## config.mk

```make
export PLATFORM = sky130hd
export DESIGN_NAME = vga_sync_gen
export DESIGN_NICKNAME = d
export VERILOG_FILES = /design/src/rtl/vga_pkg.sv /design/src/rtl/mod_counter.sv /design/src/rtl/vga_sync_gen.sv
export SDC_FILE = /design/constraint.sdc
export NUM_CORES = 1
export LEC_CHECK = 0
export CAP_MARGIN = 10
export CORE_UTILIZATION = 59
export DETAILED_ROUTE_END_ITERATION = 8
export DONT_BUFFER_PORTS = 1
export GPL_ROUTABILITY_DRIVEN = 0
export GPL_TIMING_DRIVEN = 0
export PLACE_DENSITY = 0.71
export SYNTH_ARGS = -nofsm -noshare
export SYNTH_HDL_FRONTEND = slang
export SYNTH_SLANG_ARGS = --single-unit
```

## constraint.sdc

```tcl
create_clock -name clk -period 3.2 [get_ports clk]
set_input_delay 0.48 -clock clk [delete_from_list [all_inputs] [get_ports clk]]
set_output_delay 0.48 -clock clk [all_outputs]
set_load 0.02 [all_outputs]
```

## src/rtl/vga_pkg.sv

```systemverilog
// rtl/vga_pkg.sv - shared VGA timing defaults and window helper
package vga_pkg;

  localparam int H_DISPLAY = 640;
  localparam int H_FRONT   = 16;
  localparam int H_SYNC    = 96;
  localparam int H_BACK    = 48;
  localparam int V_DISPLAY = 480;
  localparam int V_FRONT   = 10;
  localparam int V_SYNC    = 2;
  localparam int V_BACK    = 33;

  localparam int H_TOTAL = H_DISPLAY + H_FRONT + H_SYNC + H_BACK;
  localparam int V_TOTAL = V_DISPLAY + V_FRONT + V_SYNC + V_BACK;

  localparam bit SYNC_POL = 1'b0;
  localparam int CNT_W    = 10;

  function automatic logic in_window(input logic [CNT_W-1:0] v, input int lo, input int len);
    return (int'(v) >= lo) && (int'(v) < lo + len);
  endfunction

endpackage

```

## src/rtl/mod_counter.sv

```systemverilog
// rtl/mod_counter.sv - enabled modulo counter exposing current, next and wrap
module mod_counter #(
  parameter int MOD = 2,
  parameter int W   = 1
) (
  input  logic         clk,
  input  logic         reset_n,
  input  logic         en_i,
  output logic [W-1:0] count_o,
  output logic [W-1:0] next_o,
  output logic         wrap_o
);

  localparam logic [W-1:0] LAST = W'(MOD - 1);

  logic [W-1:0] count_q;
  logic [W-1:0] count_d;

  always_comb begin
    wrap_o  = en_i && (count_q == LAST);
    count_d = count_q;
    if (wrap_o) begin
      count_d = '0;
    end else if (en_i) begin
      count_d = count_q + W'(1);
    end
  end

  always_ff @(posedge clk or negedge reset_n) begin
    if (!reset_n) begin
      count_q <= '0;
    end else begin
      count_q <= count_d;
    end
  end

  assign count_o = count_q;
  assign next_o  = count_d;

endmodule

```

## src/rtl/vga_sync_gen.sv

```systemverilog
// rtl/vga_sync_gen.sv - VGA raster timing: pixel enable, x/y counters, syncs, frame tick
module vga_sync_gen #(
  parameter int H_DISPLAY = vga_pkg::H_DISPLAY,
  parameter int H_FRONT   = vga_pkg::H_FRONT,
  parameter int H_SYNC    = vga_pkg::H_SYNC,
  parameter int H_BACK    = vga_pkg::H_BACK,
  parameter int V_DISPLAY = vga_pkg::V_DISPLAY,
  parameter int V_FRONT   = vga_pkg::V_FRONT,
  parameter int V_SYNC    = vga_pkg::V_SYNC,
  parameter int V_BACK    = vga_pkg::V_BACK,
  parameter int CLK_DIV   = 4,
  parameter bit SYNC_POL  = vga_pkg::SYNC_POL
) (
  input  logic       clk,
  input  logic       reset_n,
  output logic       p_tick,
  output logic [9:0] x,
  output logic [9:0] y,
  output logic       hsync,
  output logic       vsync,
  output logic       video_on,
  output logic       frame_tick
);

  localparam int H_TOTAL = H_DISPLAY + H_FRONT + H_SYNC + H_BACK;
  localparam int V_TOTAL = V_DISPLAY + V_FRONT + V_SYNC + V_BACK;
  localparam int DIV_W   = (CLK_DIV > 1) ? $clog2(CLK_DIV) : 1;

  localparam logic [DIV_W-1:0] DIV_LAST = DIV_W'(CLK_DIV - 1);
  localparam logic [9:0]       H_DISP_W = 10'(H_DISPLAY);
  localparam logic [9:0]       V_DISP_W = 10'(V_DISPLAY);
  localparam logic [9:0]       TICK_Y   = 10'(V_DISPLAY + 1);

  logic [DIV_W-1:0] div_count_unused;
  logic             div_wrap_unused;
  logic [DIV_W-1:0] div_next;
  logic [9:0]       x_cnt, x_next;
  logic [9:0]       y_cnt, y_next;
  logic             h_wrap;
  logic             v_wrap_unused;

  logic p_tick_q, p_tick_d;
  logic hsync_q, hsync_d;
  logic vsync_q, vsync_d;
  logic frame_tick_q, frame_tick_d;

  mod_counter #(.MOD(CLK_DIV), .W(DIV_W)) u_div (
    .clk     (clk),
    .reset_n (reset_n),
    .en_i    (1'b1),
    .count_o (div_count_unused),
    .next_o  (div_next),
    .wrap_o  (div_wrap_unused)
  );

  mod_counter #(.MOD(H_TOTAL), .W(10)) u_hcnt (
    .clk     (clk),
    .reset_n (reset_n),
    .en_i    (p_tick_q),
    .count_o (x_cnt),
    .next_o  (x_next),
    .wrap_o  (h_wrap)
  );

  mod_counter #(.MOD(V_TOTAL), .W(10)) u_vcnt (
    .clk     (clk),
    .reset_n (reset_n),
    .en_i    (h_wrap),
    .count_o (y_cnt),
    .next_o  (y_next),
    .wrap_o  (v_wrap_unused)
  );

  // Registered from next-counter values so every output flips on the same edge as x/y.
  always_comb begin
    p_tick_d     = (div_next == DIV_LAST);
    hsync_d      = vga_pkg::in_window(x_next, H_DISPLAY + H_FRONT, H_SYNC) ? SYNC_POL : ~SYNC_POL;
    vsync_d      = vga_pkg::in_window(y_next, V_DISPLAY + V_FRONT, V_SYNC) ? SYNC_POL : ~SYNC_POL;
    frame_tick_d = h_wrap && (y_next == TICK_Y);
  end

  always_ff @(posedge clk or negedge reset_n) begin
    if (!reset_n) begin
      p_tick_q     <= 1'b0;
      hsync_q      <= ~SYNC_POL;
      vsync_q      <= ~SYNC_POL;
      frame_tick_q <= 1'b0;
    end else begin
      p_tick_q     <= p_tick_d;
      hsync_q      <= hsync_d;
      vsync_q      <= vsync_d;
      frame_tick_q <= frame_tick_d;
    end
  end

  assign p_tick     = p_tick_q;
  assign x          = x_cnt;
  assign y          = y_cnt;
  assign hsync      = hsync_q;
  assign vsync      = vsync_q;
  assign frame_tick = frame_tick_q;
  assign video_on   = (x_cnt < H_DISP_W) && (y_cnt < V_DISP_W);

endmodule

```

Yosys cells after proc, flatten, opt, wreduce, memory -nomap -nowiden. Index checks and enable logic that the tools add are counted.

$add $sub $neg: 3. Reductions and logical operators: 6. Eq/ne operators: 5. Order comparisons: 6. Multiplexer cells: 7.

Operator list (count): $mux 10 (4); $add 10x1->10 const B (2); $eq 10x10->1 const B (2); $lt 10x10->1 const B (2); $lt 10x9->1 const B (2); $eq 10x9->1 const B (1); $ge 10x10->1 const B (1); $ge 10x9->1 const B (1); $logic_and 1x1->1 (6); $eq 2x2->1 const B (2); $add 2x1->2 const B (1); $mux 1 (2); $mux 2 (1).

Register bits after elaboration: 26. Word-level logic and storage cells: 34. Bits of input ports: 2. Output and inout bits: 25.

Logic depth before layout (Yosys ltp).
Depth after elaboration: 7. Mapped depth: 7. Depth with buffers taken out: 6.

Modules after synthesis. From an unflattened synthesis, not the netlist that was laid out.

Cells, all modules: 124. Area total of the unflattened synthesis: 1331.3 µm².

Modules (own cells, without submodules): mod_counter at u_hcnt (times used 1, area an instance 519.2 µm², cells each 48, sequential area each 250.2 µm²); mod_counter at u_vcnt (times used 1, area an instance 509.2 µm², cells each 48, sequential area each 250.2 µm²); vga_sync_gen (times used 1, area an instance 200.2 µm², cells each 19, sequential area each 102.6 µm²); mod_counter at u_div (times used 1, area an instance 102.6 µm², cells each 9, sequential area each 50.0 µm²).

Worst setup path before layout. Ideal clock, no wire load.

Path type: register to register. From: reg u_hcnt.count_q[7], in the netlist u_hcnt.count_o[7]. To: reg vsync_q, in the netlist vsync. Cell stages (with the launch flop): 6. Period minus slack after synthesis: 2408 ps. Setup slack: 792 ps. Data arrival time: 2322 ps. Path buffers: 0. Data required time: 3114 ps. Setup time: 86 ps. Cell sequence: dfrtp_1 -> or3b_4 -> or3_4 -> or4_1 -> a21o_1 -> a2111o_1.

Longest elaborated chain between the ends: 7. Elaborated cells on any way between the ends: 9. Those cells by class: order compare (2); eq/ne (1); mux (3); reduce/logical (3).

Ends and longest elaborated chain: from (decl) (line mod_counter.sv:16) `logic [W-1:0] count_q;`; from (signal assigned) (line mod_counter.sv:33) `count_q <= count_d;`; $eq 10x10->1 * (line mod_counter.sv:20) `wrap_o = en_i && (count_q == LAST);`; $logic_and 1x1->1 * (line mod_counter.sv:20); $mux 10 or $logic_and 1x1->1 (tied branches) (line mod_counter.sv:24, mod_counter.sv:20); $mux 10 * (line mod_counter.sv:22) `if (wrap_o) begin`; $ge 10x9->1 or $lt 10x9->1 (tied branches) (line vga_pkg.sv:20) `return (int'(v) >= lo) && (int'(v) < lo + len);`; $logic_and 1x1->1 * (line vga_pkg.sv:20); $mux 1 * (line vga_sync_gen.sv:78) `vsync_d = vga_pkg::in_window(y_next, V_DISPLAY + V_FRONT, V_SYNC) ? SYNC_POL : ~SYNC_POL;`; net vsync_d (line vga_sync_gen.sv:44) `logic vsync_q, vsync_d;`; to (signal assigned) (line vga_sync_gen.sv:86) `vsync_q <= ~SYNC_POL;`; to (signal assigned) (line vga_sync_gen.sv:91) `vsync_q <= vsync_d;`; to (decl) (line vga_sync_gen.sv:44).

The timed path passes the listed nets; every way through them passes the cells marked *.

Worst setup path after layout.
From: reg u_hcnt.count_q[9], in the netlist u_hcnt.count_o[9]. To: reg vsync_q, in the netlist vsync.

The elaborated chain is that of the path after synthesis.

==> results.py <==
metrics = {
    "power_and_ir_drop": {
        "fin_total_pwr_mw": 0.568,
        "cellLeakagePower_nw": 0.648,
        "vdd_ir_drop_max_uv": 285,
        "power.density_nw_per_um2": 371,
    },
    "yosys": {
        "synth_top_cells_by_area": "dfrtp_1 (42%), nand4_1 (5.8%), ha_1 (4.4%), xnor2_1 (4.3%), dfstp_2 (3.7%)",
        "synth_edf_count": 0,
        "yosysWarnings": 0,
        "synth_top_area_share_pct": 42.5,
        "async_flop_share_pct": 100,
        "netlist_area_um2": 1410,
        "yosysTopAreaCell": "dfrtp_1",
        "syn_nets": 145,
        "synth_ff_type": "dfrtp_1",
        "syn_inst": 138,
        "synth.most_common_cell": "dfrtp_1",
        "synthTopCellsByCount": "dfrtp_1 (24), nand4_1 (13), nand2_1 (9)",
        "avgSynthCellArea_um2": 10.2,
        "ys_seq_elements": 26,
        "ys_seq_area_share_pct": 46.2,
        "ys_types": 42,
    },
    "sta": {
        "tns_ns": 0,
        "fin_crit_ns": 2.56,
        "hold_viol_final": 0,
        "finalSetupViolCount": 0,
        "maxSlewViolCount": 0,
        "fmax_mhz": 391,
        "whs_ns": 0.459,
        "fin_crit_sh_pct": 80.0,
        "worst_pin_slew_ns": 0.736,
        "skew_ns": 0.00281,
        "rsz0062_at_grt": "no",
        "relSlewSlack_pct": 50.6,
    },
    "global_route": {
        "grtUsageTotal_pct": 24.9,
        "grt_pass1_wl_um": 4770,
        "grt_pass1_vias": 1027,
        "grt_max_degree": 27,
        "grt_antenna_before_repair": 0,
        "grt_overflow_total": 0,
    },
    "placement": {
        "dp.cells": 166,
        "dpl.hpwl_um": 2020,
        "numPortBuffers": 0,
    },
    "detailed_routing": {
        "drt_wl_total_um": 2900,
        "wl_per_cell_um": 16.8,
        "drc": 0,
        "drt-pass1-iter-count": 4,
        "ant_nets": 0,
        "drt_iter0_drc": 29,
        "via_per_inst": 6.35,
        "vias": 1093,
    },
    "layout": {
        "nets": 152,
        "area_growth_pct": 8.32,
        "diodes": 0,
        "final_cells": 172,
        "drive_above_1_share_pct": 13.9,
    },
    "floorplanning": {
        "die_h_um": 51.0,
        "chipWidth_um": 51.0,
        "boundaryPins": 27,
        "initial_core_util_pct": 63.3,
        "num_rows": 17,
        "core-area_um2": 2230,
        "die_area_um2": 2600,
    },
    "setup_path": {
        "max_stage_delay_ns": 0.57,
        "crit_type": "register to register",
        "crit_required_ns": 3.46,
        "worstSetupEndpointType": "register",
        "cp-start-kind": "register",
        "cp.buffers_inverters": 0,
        "r2r_setup_slack_ns": 0.64,
        "cp_cell_sequence": "or3b_4 -> or3_4 -> or4_1 -> a21o_1 -> a2111o_1",
        "crit_path_top_delay_cell": "dfrtp_1",
        "worstPathArrival_ns": 2.82,
        "path_max_fanout": 5,
        "crit_family": "simple AND/OR/NAND/NOR gates",
    },
    "cts": {
        "clk_pin_slew_ns": 0.15,
        "cts_made_buffers": 3,
        "cts_root_buf": "clkbuf_4",
        "clkSinkCount": 26,
        "htreeDepth": 1,
        "clockBufferDepth": 2,
        "cts_tree": "built",
        "clk-insertion-delay-late_ns": 0.32,
    },
    "min_path": {
        "hp-class": "register to register",
    },
    "outcome": {
        "outcome": "completed",
    },
    "job": {
        "cap_violations": 0,
    },
}
repair_timing:
item,in CTS,in global routing
hold buffers,2,0
resized for setup,0,0
hold endpoints to repair,26,0
buffers inserted,0,0
metrics by stage:
stage	setup WS, ns	utilization (%)	area, um2
5_1_grt	0.566	68.6	1530
2_1_floorplan	0.792	-	1410
6_report	0.640	68.6	1530
3_5_place_dp	0.675	64.9	1450
4_1_cts	0.653	68.6	1530
3_3_place_gp	0.704	64.9	1450
area by class of cell:
class,count,area [um2]
Sequential cell,26,653
Timing Repair Buffer,2,30.0
Inverter,7,26.3
Fill cell,183,702
Buffer,7,57.6
Tap cell,28,35.0
Clock inverter,1,30.0
Multi-Input combinational cell,98,677
Clock buffer,3,22.5
power breakdown:
group | switching [mW] | total, mW | leakage [nW] | internal (mW)
clock | 0.102 | 0.229 | 0.0279 | 0.127
sequential | 0 | 0.329 | 0.342 | 0.329
combinational | 0.00665 | 0.00996 | 0.278 | 0.00331
worst reg2reg max path: stages (launching register included):
cell	delay (ns)
dfrtp_1	0.57
or3b_4	0.45
or3_4	0.41
or4_1	0.51
a21o_1	0.19
a2111o_1	0.36
layout by cell type (no fill, tap or decap), types with 2 or more instances in the layout:
| cell type | instances |
|---|---|
| nor2_1 | 7 |
| mux2i_1 | 2 |
| nand2_1 | 9 |
| nor3_1 | 2 |
| nand4b_1 | 2 |
| buf_4 | 2 |
| ha_1 | 5 |
| and3_1 | 5 |
| or4_1 | 3 |
| buf_6 | 3 |
| or3_1 | 3 |
| nand3_1 | 2 |
| nor4_1 | 2 |
| o21ai_0 | 7 |
| xor2_1 | 5 |
| nand4_1 | 13 |
| dfrtp_1 | 24 |
| clkbuf_4 | 3 |
| dfstp_2 | 2 |
| a21oi_1 | 5 |
| inv_1 | 7 |
| xnor2_1 | 7 |
final timing paths:
check                                  start  cells past startpoint                 to
max                        u_hcnt.count_o[9]                      5              vsync
min                         u_div.count_o[0]                      1   u_div.count_o[0]
max reg2reg                u_hcnt.count_o[9]                      5              vsync
min reg2reg                 u_div.count_o[0]                      1   u_div.count_o[0]
max in group asynchronous            reset_n                      2              vsync
min in group asynchronous            reset_n                      2  u_hcnt.count_o[8]
registers in the layout (all words and copies together) (netlist names):
name / cells
hsync: 1
p_tick: 1
u_vcnt.count_o: 10
frame_tick: 1
u_div.count_o: 2
u_hcnt.count_o: 10
vsync: 1
metal layers:
layer,GRT usage [%],vias up,wire [um]
met3,5.65,4,199
met1,34.6,539,1350
met2,37.9,39,1320
met5,0,-,0
li1,-,511,-
met4,8.80,0,34
logic make-up (layout without fill, tap and decap cells):
kind of cell	count (synthesis)	count (layout)	share of synthesized area, %
compound gates	21	21	9.56
xor+xnor	12	12	7.43
mux	2	2	1.42
flops	26	26	46.2
simple gates	58	58	25.0
buf+inv	14	20	5.93
fa+ha+maj	5	5	4.42
No activity file was read; power rests on OpenSTA's default activity.
